--- src/rtl/ahb_two_master_arbiter.sv ---
// Two-master AHB-lite arbiter in front of a single slave port: round-robin ownership, zero-latency forwarding.
// Optional grant parking on PARK_MASTER is enabled by defining AHB_ARB_PARK_EN.
module ahb_two_master_arbiter #(
  parameter int ADDR_W      = 32,
  parameter int DATA_W      = 32,
  parameter int PARK_MASTER = 0
) (
  input  logic                  h_clk,
  input  logic                  h_reset,
  input  logic [ADDR_W-1:0]     m0_addr,
  input  logic [2:0]            m0_burst,
  input  logic [2:0]            m0_size,
  input  logic [1:0]            m0_trans,
  input  logic                  m0_write,
  input  logic [DATA_W-1:0]     m0_wdata,
  input  logic [DATA_W/8-1:0]   m0_wstrb,
  output logic [DATA_W-1:0]     m0_rdata,
  output logic                  m0_ready,
  output logic                  m0_resp,
  input  logic [ADDR_W-1:0]     m1_addr,
  input  logic [2:0]            m1_burst,
  input  logic [2:0]            m1_size,
  input  logic [1:0]            m1_trans,
  input  logic                  m1_write,
  input  logic [DATA_W-1:0]     m1_wdata,
  input  logic [DATA_W/8-1:0]   m1_wstrb,
  output logic [DATA_W-1:0]     m1_rdata,
  output logic                  m1_ready,
  output logic                  m1_resp,
  output logic [ADDR_W-1:0]     s_addr,
  output logic [2:0]            s_burst,
  output logic [2:0]            s_size,
  output logic [1:0]            s_trans,
  output logic                  s_write,
  output logic [DATA_W-1:0]     s_wdata,
  output logic [DATA_W/8-1:0]   s_wstrb,
  input  logic [DATA_W-1:0]     s_rdata,
  input  logic                  s_ready,
  input  logic                  s_resp
);

  localparam logic [1:0] TRANS_IDLE   = 2'b00;
  localparam logic [1:0] TRANS_NONSEQ = 2'b10;
  localparam logic       PARK_IDX     = PARK_MASTER[0];

`ifdef AHB_ARB_PARK_EN
  localparam logic RESET_GRANT = PARK_IDX;
  localparam logic RESET_VALID = 1'b1;
`else
  localparam logic RESET_GRANT = 1'b0;
  localparam logic RESET_VALID = 1'b0;
  logic unused_park;
  assign unused_park = PARK_IDX;
`endif

  logic grant, grant_valid, last_win;
  logic req0, req1, any_req, winner, owner_idle, rearb;

  // Request decode and winner selection; a tie goes to the master that did not win last.
  always_comb begin
    req0       = (m0_trans == TRANS_NONSEQ);
    req1       = (m1_trans == TRANS_NONSEQ);
    any_req    = req0 | req1;
    owner_idle = grant ? (m1_trans == TRANS_IDLE) : (m0_trans == TRANS_IDLE);
    // Handover only once the owner's data phase finishes, so nothing is in flight across it.
    rearb      = s_ready & (~grant_valid | owner_idle);
    if (req0 && req1) begin
      winner = ~last_win;
    end else begin
      winner = req1;
    end
  end

  // Grant state: changes only on a re-arbitration edge.
  always_ff @(posedge h_clk or posedge h_reset) begin
    if (h_reset) begin
      grant       <= RESET_GRANT;
      grant_valid <= RESET_VALID;
      last_win    <= 1'b1;
    end else if (rearb) begin
      if (any_req) begin
        grant       <= winner;
        grant_valid <= 1'b1;
        last_win    <= winner;
      end else begin
`ifdef AHB_ARB_PARK_EN
        grant       <= PARK_IDX;
        grant_valid <= 1'b1;
`else
        grant_valid <= 1'b0;
`endif
      end
    end
  end

  // Forward path to the slave and return paths to both masters.
  always_comb begin
    s_addr   = '0;
    s_burst  = 3'b000;
    s_size   = 3'b000;
    s_trans  = TRANS_IDLE;
    s_write  = 1'b0;
    s_wdata  = '0;
    s_wstrb  = '0;
    m0_ready = 1'b1;
    m0_resp  = 1'b0;
    m0_rdata = '0;
    m1_ready = 1'b1;
    m1_resp  = 1'b0;
    m1_rdata = '0;
    if (h_reset) begin
      s_trans = TRANS_IDLE;
    end else begin
      if (grant_valid && grant) begin
        s_addr  = m1_addr;
        s_burst = m1_burst;
        s_size  = m1_size;
        s_trans = m1_trans;
        s_write = m1_write;
        s_wdata = m1_wdata;
        s_wstrb = m1_wstrb;
      end else if (grant_valid) begin
        s_addr  = m0_addr;
        s_burst = m0_burst;
        s_size  = m0_size;
        s_trans = m0_trans;
        s_write = m0_write;
        s_wdata = m0_wdata;
        s_wstrb = m0_wstrb;
      end else begin
        s_trans = TRANS_IDLE;
      end
      if (grant_valid && !grant) begin
        m0_ready = s_ready;
        m0_resp  = s_resp;
        m0_rdata = s_rdata;
      end else begin
        m0_ready = (m0_trans == TRANS_IDLE);
      end
      if (grant_valid && grant) begin
        m1_ready = s_ready;
        m1_resp  = s_resp;
        m1_rdata = s_rdata;
      end else begin
        m1_ready = (m1_trans == TRANS_IDLE);
      end
    end
  end

endmodule
--- config.mk ---
export PLATFORM = sky130hd
export DESIGN_NAME = ahb_two_master_arbiter
export DESIGN_NICKNAME = d
export VERILOG_FILES = /design/src/rtl/ahb_two_master_arbiter.sv
export SDC_FILE = /design/constraint.sdc
export NUM_CORES = 1
export LEC_CHECK = 0
export BUFFER_PORTS_ARGS = -buffer_cell sky130_fd_sc_hd__buf_2
export CORE_AREA = 2 2 131 133
export DETAILED_ROUTE_END_ITERATION = 8
export DIE_AREA = 0 0 133 135
export PLACE_DENSITY = 0.38
export RECOVER_POWER = 25
export SLEW_MARGIN = 40
export SYNTH_ARGS = -nofsm -noshare
export SYNTH_HDL_FRONTEND = slang
export SYNTH_SLANG_ARGS = --single-unit
--- constraint.sdc ---
create_clock -name h_clk -period 2.02 [get_ports h_clk]
set_input_delay 0 -clock h_clk [delete_from_list [all_inputs] [get_ports h_clk]]
set_output_delay 0 -clock h_clk [all_outputs]
set_load 0.01 [all_outputs]
* Word-level counts from Yosys, hierarchy flattened
Cells that the tools add are included.
Word-level totals: word-level logic and storage cells 53, output and inout bits 145, flip-flop bits (word level) 3
Operators by class: reductions and logical operators 7, equality and inequality tests 2, mux-type cells 36, bitwise logic cells 5
Operators by type and width (count):
- $mux 32 | 10
- $mux 3 | 6
- $mux 1 | 14
- $mux 4 | 3
- $mux 2 | 3
- $eq 2x2->1 const B | 2
- $logic_not 2->1 | 2
- $logic_and 1x1->1 | 3
- $not 1->1 | 2
- $or 1x1->1 | 2
- $reduce_and 2->1 | 1
- $and 1x1->1 | 1
- $logic_not 1->1 | 1

* Longest topological paths before layout
word-level depth 5, mapped depth 5

* Least setup slack after synthesis
Ideal clock, no wire load.
path kind reg2out, from reg grant, to out m0_rdata[0], path slack 0.908 ns, cell stages (with the launch flop) 6, arrival 1.112 ns, path buffers 3, cell sequence dfrtp_1 > buf_4 > nand2b_1 > buf_2 > buf_2 > nor2_1
Between the ends: longest elaborated chain between the ends 4
RTL lines:
- from (decl) | line 56 | logic grant, grant_valid, last_win;
- from (signal assigned) | line 82 | grant <= winner;
- $logic_not 1->1 | line 133 | if (grant_valid && !grant) begin
- $logic_and 1x1->1 | line 133
- $mux 32 | line 133
- $mux 32 | line 111 | if (h_reset) begin
- to (decl) | line 17 | output logic [DATA_W-1:0] m0_rdata,
No other way between the ends.

* Worst setup path after layout
from reg grant, to out m0_rdata[3]
Same word-level chain as after synthesis.

==> metrics.md <==
| Metric | Value |
|---|---|
| Largest net degree at the start of global routing | 81 |
| Detailed Routing Iterations Pass 1 | 4 |
| Via-per-instance ratio | 3.73 |
| R2r startpoint | grant |
| FF-to-FF End | last_win |
| # diodes | 0 |
| Hold Path Sink | grant_valid |
| Register-to-register setup slack | between 500 and 600 ps |
| Post-Route WL | between 10000 and 15000 um |
| Syn Nets | 500 |
| DP HPWL | around 9000 um |
| Area share of fa/ha/maj cells after synthesis | 0 |
| Core area | approximately 0.016 mm^2 |
| RSZ-0062 raised after global routing | false |
| Initial Utilization | 0.111 |
| Share of layout cells above drive strength 1 | 0.508 |
| Total Power | 0.00258 W |
| Number of enable flip-flop cells after synthesis | 0 |
| RD Place Congestion | between 0.7 and 0.8 |
| Longest Clk Path Bufs | 2 |
| Yosys reg bits | 3 |
| Main combinational cell family by area after synthesis | multiplexers |
| Vias in the first global route | approximately 2900 |
| CTS tree | done |
| DIE HEIGHT | 135 um |
| Chip width | approximately 130 um |
| Crit. End Element | output port |
| Hold Crit Class | in -> reg |
| Layout fillers | ~1900 |
| Initial antenna violation count | 0 |
| H-tree depth | 1 |
| Synth warnings | 0 |
| Mapped Avg Cell Area | a little under 6 um^2 |
| Post-layout minimum cycle time | between 1500 and 2000 ps |
| Worst setup margin | about 320 ps |
| Critical path startpoint category | flop |
| R2R depth | 4 |
| Post-synthesis cell area | 0.00183 mm^2 |
| Antenna-violating nets left | 0 |
| Number of buffers created by CTS | 3 |
| Wire per inst | 12.3 um |
| CTS Root Cell | clkbuf_16 |
| Port Buffer Count | around 330 |
| Worst-skew pair later-pin latency | 220 ps |
| # nets final | between 800 and 900 |
| Final Hold Viols | 0 |
| Beginning of the worst hold path | s_ready |
| Tightest Pin Transition | 608 ps |
| Clk_skew | between 0.7 and 0.8 ps |
| CP arrival | about 1700 ps |
| DRT iter0 DRCs | 134 |
| Post-Synth Simple-Gate Area | 0.409 |
| VDD IR-drop max | approximately 0.00039 V |
| CTS Sinks | 3 |
| Rows | 47 |
| Max Fclk | approximately 590 MHz |
| CTS clk-pin slew, worst paths | approximately 30 ps |
| DRC viols | 0 |
| Post-synthesis instance total | between 300 and 400 |
| XOR/XNOR Fraction of Synth Area | 0 |
| Hold_ws | approximately 110 ps |
| Ys flop type | dfrtp_1 |
| Post-CTS Setup Bufs | 0 |
| Slew Viols, Final | 0 |
| CP max FO | 22 |
| Total Neg Setup Slack | 0 ps |
| Power density cells | 692 mW/mm^2 |
| Die area | ~0.018 mm^2 |
| Dpl ws | between 500 and 600 ps |
| Yosys cell types | 23 |
| Ys async rst share | 1.00 |
| Slew HR | 0.595 |
| Worst Hold Depth | 3 |
| WS Path Type | reg -> out |
| Max-Cap Viols | 0 |
| First-pass GRT wire length | 14800 um |
| Total grt overflow | 0 |
| Compound-Gate Fraction of Synth Area | 0.0329 |
| Period utilisation layout | 0.840 |
| Outcome | finished, final reports clean |
| Area grow syn2layout | 104% |
| Global Route Usage Sum | 0.103 |
| LEAKAGE | between 2 and 2.5 nW |
| Mux contribution to synthesized area | 0.422 |
| Total number of vias | approximately 3200 |
| Final Setup Violations | 0 |
| Critical Path RT | between 2000 and 2500 ps |
| Seq/Total Area, Yosys | 0.0418 |
| # IOs | between 300 and 400 |
==> stage by stage <==
| stage | instances | utilization | area [um^2] |
|---|---|---|---|
| finish | 848 | 0.227 | 3730 |
| global route | 848 | 0.227 | 3730 |
| CTS | 848 | 0.230 | 3770 |
| detailed placement | 843 | 0.225 | 3680 |
| global placement | 843 | 0.225 | 3680 |
| floorplan | 310 | - | 1830 |
==> layout make-up <==
| type | count | area, um^2 | area share |
|---|---|---|---|
| inverter | 2 | 7.51 | 0.00201 |
| clock buffer | 4 | 78.8 | 0.0211 |
| timing repair buffer | 341 | 1720 | 0.460 |
| multi-input combinational | 278 | 1580 | 0.422 |
| tap | 220 | 275 | 0.0738 |
| sequential | 3 | 80.1 | 0.0215 |
==> synthesized netlist by cell type, types with 3 or more instances <==
cell type / n / area share
buf_6: 4 / 0.025
clkbuf_1: 3 / 0.0062
nor2_1: 147 / 0.30
buf_4: 5 / 0.021
mux2i_1: 77 / 0.42
nand2b_1: 4 / 0.014
buf_1: 3 / 0.0062
buf_2: 12 / 0.033
nand2_1: 37 / 0.076
==> cells in the final DEF (no fill, tap or decap), drive strengths merged <==
cell type,count
and3b,1
dfrtp,2
inv,2
or2,1
nand2b,4
a31oi,2
nand2,37
o21ai,1
o211ai,2
and3,1
clkbuf,33
a21oi,1
dfstp,1
nor2,147
dlygate4sd3,1
mux2i,77
a21bo,1
buf,311
o22ai,2
nor3,1
==> flip-flops by register name, indices dropped and copies added, names as in the netlist <==
register / flops
grant: 1
grant_valid: 1
last_win: 1
==> how the worst max path moves through the flow <==
stage | start | endpoint | slack [ps] | depth (start not counted)
after floorplan | grant | m0_rdata[0] | 910 | 5
after global placement | grant | s_wdata[25] | 570 | 4
after detailed placement | grant | s_wdata[25] | 570 | 4
after CTS | grant | s_wdata[25] | 330 | 4
after global routing | grant | m0_rdata[8] | 250 | 4
final | grant | m0_rdata[3] | 320 | 4
==> worst max-delay path, cell delays in order, from the launching register on <==
cell and delay (ps):
dfrtp_4 480, nand2b_1 370, buf_4 330, nor2_1 140, buf_2 140
==> logic make-up after synthesis <==
group | count (synthesis)
and+or+nand+nor | 192
muxes | 77
buffers and inverters | 29
AOI/OAI and AO/OA | 9
DFF | 3
==> report_power, final <==
part	internal, W	leakage (nW)	switching (W)	total (W)
logic	0.000939	2.33	0.00123	0.00217
registers	0.0000788	0.0301	0.0000150	0.0000938
clock network	0.000261	0.0382	0.0000557	0.000316
==> repair_timing <==
action / in CTS / in global routing
hold buffers: 1 / 0
gates resized for setup: 0 / 0
endpoints found under the hold margin: 2 / 0
==> metal layers <==
metal | GRT usage | vias up | share of wire
met5 | 0 | - | 0
li1 | - | 1638 | -
met3 | 0.0221 | 5 | 0.096
met2 | 0.210 | 193 | 0.53
met4 | 0.0161 | 0 | 0.0053
met1 | 0.107 | 1325 | 0.36
Note: power is estimated with default switching activity, not from simulation.
